<file path="src/rtl/data_memory_responder.sv">
// data_memory_responder: responder end of the memory-stage data access interface.
// Accepts one load/store at a time, waits WAIT_STATES cycles, then commits the
// access against an internal word-addressed RAM and pulses resp_valid for one cycle.
// busy stays high from acceptance through the response cycle so the pipeline stalls.
module data_memory_responder #(
    parameter int ADDR_WIDTH  = 6,
    parameter int DATA_WIDTH  = 16,
    parameter int WAIT_STATES = 2
) (
    input  logic                  clk,
    input  logic                  rst,
    input  logic                  req_valid,
    input  logic                  req_we,
    input  logic [ADDR_WIDTH-1:0] req_addr,
    input  logic [DATA_WIDTH-1:0] req_wdata,
    output logic                  busy,
    output logic                  resp_valid,
    output logic [DATA_WIDTH-1:0] resp_rdata,
    output logic                  resp_was_write
);

    localparam int DEPTH = 1 << ADDR_WIDTH;

    typedef enum logic [1:0] {
        ST_IDLE = 2'd0,
        ST_WAIT = 2'd1,
        ST_RESP = 2'd2
    } state_t;

    state_t                  state;
    state_t                  next_state;
    logic [3:0]              wait_cnt;
    logic                    cap_we;
    logic [ADDR_WIDTH-1:0]   cap_addr;
    logic [DATA_WIDTH-1:0]   cap_wdata;
    logic [DATA_WIDTH-1:0]   ram [DEPTH];

    logic                    accept;
    logic                    enter_resp;
    logic                    access_we;
    logic [ADDR_WIDTH-1:0]   access_addr;
    logic [DATA_WIDTH-1:0]   access_wdata;

    assign accept     = (state == ST_IDLE) && req_valid;
    assign enter_resp = (next_state == ST_RESP);

    // With zero wait states the access completes on the acceptance edge itself,
    // before the capture registers hold the request, so take it from the inputs then.
    assign access_we    = (state == ST_IDLE) ? req_we    : cap_we;
    assign access_addr  = (state == ST_IDLE) ? req_addr  : cap_addr;
    assign access_wdata = (state == ST_IDLE) ? req_wdata : cap_wdata;

    // Status outputs decode registered state only.
    assign busy       = (state != ST_IDLE);
    assign resp_valid = (state == ST_RESP);

    // Next-state decode: IDLE -> WAIT/RESP on request, WAIT counts down, RESP -> IDLE.
    always_comb begin
        // NOTE: default assigned first so every path drives next_state and no latch is inferred.
        next_state = state;
        case (state)
            ST_IDLE: if (req_valid) next_state = (WAIT_STATES > 0) ? ST_WAIT : ST_RESP;
            ST_WAIT: if (wait_cnt == 4'd1) next_state = ST_RESP;
            ST_RESP: next_state = ST_IDLE;
            default: next_state = ST_IDLE;
        endcase
    end

    // State register, wait counter and request capture.
    always_ff @(posedge clk) begin
        // NOTE: non-blocking assignments so every register samples pre-edge values.
        if (!rst) begin
            state     <= ST_IDLE;
            wait_cnt  <= '0;
            cap_we    <= 1'b0;
            cap_addr  <= '0;
            cap_wdata <= '0;
        end else begin
            state <= next_state;
            if (accept) begin
                wait_cnt  <= 4'(WAIT_STATES);
                cap_we    <= req_we;
                cap_addr  <= req_addr;
                cap_wdata <= req_wdata;
            end else if (state == ST_WAIT) begin
                wait_cnt <= wait_cnt - 4'd1;
            end
        end
    end

    // RAM commit and response data, updated on the edge that enters RESP.
    always_ff @(posedge clk) begin
        if (!rst) begin
            // NOTE: the RAM is cleared on reset, so it is built from flops rather than a RAM macro.
            for (int i = 0; i < DEPTH; i++) begin
                ram[i] <= '0;
            end
            resp_rdata     <= '0;
            resp_was_write <= 1'b0;
        end else if (enter_resp) begin
            resp_was_write <= access_we;
            if (access_we) begin
                ram[access_addr] <= access_wdata;
                resp_rdata       <= access_wdata;
            end else begin
                resp_rdata <= ram[access_addr];
            end
        end
    end

endmodule

</file>
<file path="config.mk">
export PLATFORM = sky130hd
export DESIGN_NAME = data_memory_responder
export DESIGN_NICKNAME = d
export VERILOG_FILES = /design/src/rtl/data_memory_responder.sv
export SDC_FILE = /design/constraint.sdc
export NUM_CORES = 2
export LEC_CHECK = 0
export BUFFER_PORTS_ARGS = -buffer_cell sky130_fd_sc_hd__buf_2
export CAP_MARGIN = 20
export CORE_ASPECT_RATIO = 2
export CORE_UTILIZATION = 45
export CTS_BUF_LIST = sky130_fd_sc_hd__clkbuf_8 sky130_fd_sc_hd__clkbuf_16
export CTS_CLUSTER_SIZE = 16
export DETAILED_ROUTE_END_ITERATION = 10
export SLEW_MARGIN = 5
export SYNTH_ARGS = -nofsm -noshare
export SYNTH_HDL_FRONTEND = slang
export SYNTH_SLANG_ARGS = --single-unit
export TNS_END_PERCENT = 20
</file>
<file path="constraint.sdc">
create_clock -name clk -period 6 [get_ports clk]
set_input_delay 0.3 -clock clk [delete_from_list [all_inputs] [get_ports clk]]
set_output_delay 0.3 -clock clk [all_outputs]
set_load 0.01 [all_outputs]
</file>
# Yosys cells after proc, flatten, opt, wreduce, memory -nomap -nowiden
# Memory sizes are Yosys's and may differ from the RTL's. A register that Yosys moved wholly into a read port is not among the register bits.
# Cells that the tools add are included.
[totals] reg_bits=30 latch_bits=0 ram_bits=1024 rom_bits=0 inputBits=26 output_inout_bits=19 elab_cells=37 mem_count=1
[op_classes] add_sub_neg=1 mul=0 div=0 n_lt_le_gt_ge=0 n_eq_ne=4 n_shift=0 mux=16 bitwise=1 reduce_logical=7
[mem_list] name="ram" words=64 word_bits=16 rd=1 rd_ports_with_merged_regs=1 write_ports=64 line="36" rtl="logic [DATA_WIDTH-1:0] ram [DEPTH];"
[ops] operator="16-bit 2-to-1 mux" count=2
[ops] operator="16-bit OR reduction" count=1
[ops] operator="6-bit 2-to-1 mux" count=2
[ops] operator="2-bit 2-to-1 mux" count=4
[ops] operator="1-bit 2-to-1 mux" count=7
[ops] operator="2-bit == test (second input constant)" count=2
[ops] operator="4-bit by 1-bit == test with 1-bit output (second input constant)" count=1
[ops] operator="2-bit case mux with 2 select lines" count=1
[ops] operator="2-bit nonzero test" count=2
[ops] operator="4-bit by 1-bit subtractor with 4-bit output (second input constant)" count=1
[ops] operator="2-bit by 1-bit == test with 1-bit output (second input constant)" count=1
[ops] operator="2-bit zero test" count=1
[ops] operator="2-bit OR reduction" count=1
[ops] operator="1-bit logical AND" count=1
[ops] operator="1-bit zero test" count=1
[ops] operator="1-bit inverter" count=1

# Depth between registers and ports, before layout
[logic_depth] word_depth=9 ltp_mapped=11 mapped_depth_nobuf=9

# Least setup slack after synthesis
# Ideal clock, no wire load.
[synth_path] path_type="register -> register" start="register state[0]" end="memory ram[34][0] (enable)" setup_time_ns=0.372 arrival_time_ns=2.434 required_time_ns=5.628 setup_slack_ns=3.194 path_stages_with_launch=10 path_buffers=5 synth_period_minus_slack_ns=2.806 path_cell_list="dfxtp_1 > buf_4 > or3_1 > buf_2 > o22ai_2 > buf_2 > buf_2 > nand2_1 > clkbuf_1 > nand2_1"
[synth_lines] element="start, declared" line="30" rtl="state_t state;"
[synth_lines] element="start signal, assigned" line="79" rtl="state <= next_state;"
[synth_lines] element="end, declared" line="36"

# Final worst setup path
[layout_path] start="register state[1]" end="register resp_rdata[3] (read register of ram)"
[layout_between] elab_chain_cells=3 elab_cells_between_ends=7 classes_between="eq/ne (2); mux (4); reduce/logical (1)"
[layout_rtl] element="2-bit by 1-bit == test with 1-bit output (tied with other cells)" line="61" rtl="case (state)"
[layout_rtl] element="2-bit case mux with 2 select lines" line="61"
[layout_rtl] element="2-bit == test" line="45" rtl="assign enter_resp = (next_state == ST_RESP);"
[layout_rtl] element="end, declared" line="18" rtl="output logic [DATA_WIDTH-1:0] resp_rdata,"
# Several ways; a longest one is shown, not always the timed one.
# A chain may end at the register's enable or synchronous reset.

==> impl_metrics.json <==
{
  "firstDrtPassIters": 9,
  "h-tree-depth": 3,
  "layout_common_cells": "1074 x nor2_1, 1024 x edfxtp_1, 303 x nand2_1",
  "worst_pin_slew_ns": 1.32,
  "multi_input_area_um2": 13700,
  "critPathCaptureType": "flip-flop",
  "drt-wirelength-per-cell_um": 39.2,
  "synth_fp_nets": 3905,
  "slew_viol_final": 0,
  "clock-root-buffer": "clkbuf_16",
  "ios": 45,
  "final_common_cell": "nor2_1",
  "regArea_um2": 31700,
  "synth_seq_area_share_pct": 68.2,
  "startpoint_type": "flip-flop",
  "grt_usage_pct": 39.0,
  "setup_violations": 0,
  "cts_buffer_depth": 3,
  "grt_start_max_net_pins": 66,
  "tns_ns": 0,
  "finalHoldViolCount": 0,
  "start_util_pct": 45.4,
  "grt_pass1_vias": 33586,
  "routed_wl_mm": 206,
  "status": "complete, no violations",
  "reg2reg_from": "state[1]",
  "skew_ns": 0.0308,
  "worstSetupPathType": "reg2reg",
  "cts_tree": "built",
  "dp_cells": 5046,
  "rsz0062_at_grt": "no",
  "n_fill_cell": 8925,
  "ir_drop_mv": 0.223,
  "hpwl_mm": 132,
  "async_reset_ff_share_pct": 0,
  "num_vias": 35808,
  "reg2reg_setup_slack_ns": 1.02,
  "grt_overflow": 0,
  "top_usage_layer": "met2",
  "max_slew_margin_pct": 12.2,
  "fp.coreArea_um2": 102000,
  "rows": 166,
  "required_ns": 6.62,
  "ant_nets": 0,
  "area_growth_pct": 11.4,
  "crit_path_end": "resp_rdata[3]",
  "period_minus_slack_ns": 4.98,
  "grt_use_met1_pct": 42.8,
  "hold_path_class": "in2reg",
  "nets": 3854,
  "cts_buffers": 89,
  "post-route-period-util_pct": 83.0,
  "synth_top_cell_by_area": "edfxtp_1",
  "drcViolationCount": 0,
  "synthFlopType": "edfxtp_1",
  "drv_cap": 0,
  "synth_top_area_share_pct": 66.3,
  "reg2regPathDepth": 8,
  "use_met2_pct": 61.4,
  "netlist_instances": 3877,
  "synth_cell_type_count": 91,
  "dieArea_um2": 105000,
  "clk_pin_slew_ns": 0.07,
  "cp.arrival_ns": 5.60,
  "avgSynthCellArea_um2": 12.0,
  "max_freq_ghz": 0.201,
  "cts_num_sinks": 1070,
  "die_w_um": 229,
  "synth_edf_count": 1024,
  "fp.dieH_um": 456,
  "ys_top_cells_by_area": "edfxtp_1 66%, nor2_1 8.7%, mux2i_1 2.8%, nand2_1 2.5%, a22oi_1 2.3%",
  "syn-cell-area_um2": 46400,
  "r2r_end": "resp_rdata[3]",
  "viasPerCell": 6.82,
  "ys_seq_elements": 1070,
  "crit_start": "state[1]",
  "use_met3_pct": 10.8,
  "instances_no_fill": 5249,
  "drive_above_1_share_pct": 10.8,
  "p_leak_uw": 0.0178,
  "p_per_area_nw_per_um2": 325,
  "drt_iter0_drc": 6692,
  "critPathMaxFanout": 42,
  "place_congestion": 1.07,
  "clk_latency_ns": 0.74,
  "ys.warnings.count": 0,
  "portBuffers": 44,
  "antenna_found_initial": 18,
  "grt_pass1_wl_mm": 277
}
layer usage:
| metal | part of all wire (%) | wire length [um] | vias to the layer above |
|---|---|---|---|
| met5 | 0.069 | 141 | - |
| met4 | 12 | 24000 | 18 |
| met3 | 12 | 24500 | 895 |
| met2 | 46 | 93900 | 3166 |
| met1 | 31 | 63100 | 17607 |
| li1 | - | - | 14122 |
sequential cells by signal, indices dropped and copies added, names as in the netlist:
| name | cells |
|---|---|
| cap_addr | 6 |
| cap_wdata | 16 |
| cap_we | 1 |
| ram | 1024 |
| resp_rdata | 16 |
| resp_was_write | 1 |
| state | 2 |
| wait_cnt | 4 |
layout make-up:
class / instances / area share [%]
Inverter: 11 / 0.0798
Antenna cell: 8 / 0.0387
Clock inverter: 70 / 1.21
Clock buffer: 92 / 4.43
Tap cell: 1344 / 3.25
Timing Repair Buffer: 210 / 3.28
Sequential cell: 1070 / 61.2
Multi-Input combinational cell: 2444 / 26.5
where the power goes:
| group | internal (uW) | leakage, uW | switching (uW) | total [uW] |
|---|---|---|---|---|
| combinational | 465 | 0.00537 | 1670 | 2140 |
| sequential | 8410 | 0.0110 | 174 | 8580 |
| clock | 3220 | 0.00147 | 2850 | 6070 |
through the flow:
step | total power, uW | worst slack, ns | instance area [um^2] | hold WS (ns) | utilization [%]
floorplan | 9590 | 3.19 | 46400 | 0.435 | -
global placement | 10700 | 1.26 | 48400 | 0.461 | 47.4
detailed placement | 10700 | 1.25 | 48400 | 0.462 | 47.4
CTS | 16600 | 1.24 | 51600 | 0.0103 | 50.5
global route | 17000 | 0.910 | 51700 | 0.0699 | 50.6
finish | 16800 | 1.02 | 51700 | 0.0272 | 50.6
Yosys cell counts (26+ instances only):
master / instances
a21oi_1: 151
a221oi_1: 26
a222oi_1: 71
a22o_1: 45
a22oi_1: 143
a31oi_1: 26
buf_2: 90
clkbuf_1: 230
dfxtp_1: 46
edfxtp_1: 1024
mux2_2: 29
mux2i_1: 129
nand2_1: 304
nand3_1: 36
nor2_1: 1076
o21ai_0: 98
o22ai_1: 56
worst max-delay path: stages, from the launching register on:
cell	delay, ns
dfxtp_1	1.00
or3b_1	0.75
nand2_8	0.51
buf_4	0.41
mux2i_1	0.46
o22ai_1	0.19
o21ai_0	0.95
o2111a_1	0.46
a21oi_1	0.10
what timing repair did:
item | in CTS | in global routing
gates resized for setup | 0 | 0
endpoints found under the hold margin | 23 | 0
hold buffers | 23 | 0
buffers inserted | 0 | 0
kinds of logic after synthesis:
group | Yosys count | synth area share [%]
and+or+nand+nor | 1514 | 13.0
buffers and inverters | 363 | 3.29
AOI/OAI and AO/OA | 766 | 11.8
adders and majority gates | 2 | 0.0539
DFF | 1070 | 68.2
muxes | 162 | 3.59
worst min path at each step:
stage          depth (start not counted)  slack [ns]        start           to
6_report                               3        0.03  req_addr[1]  cap_addr[1]
3_3_place_gp                           2        0.46  cap_addr[3]  cap_addr[3]
2_1_floorplan                          2        0.43  cap_addr[3]  cap_addr[3]
3_5_place_dp                           2        0.46  cap_addr[3]  cap_addr[3]
4_1_cts                                3        0.01  req_addr[1]  cap_addr[1]
5_1_grt                                3        0.07  req_addr[1]  cap_addr[1]
(Power assumes the default switching activity.)
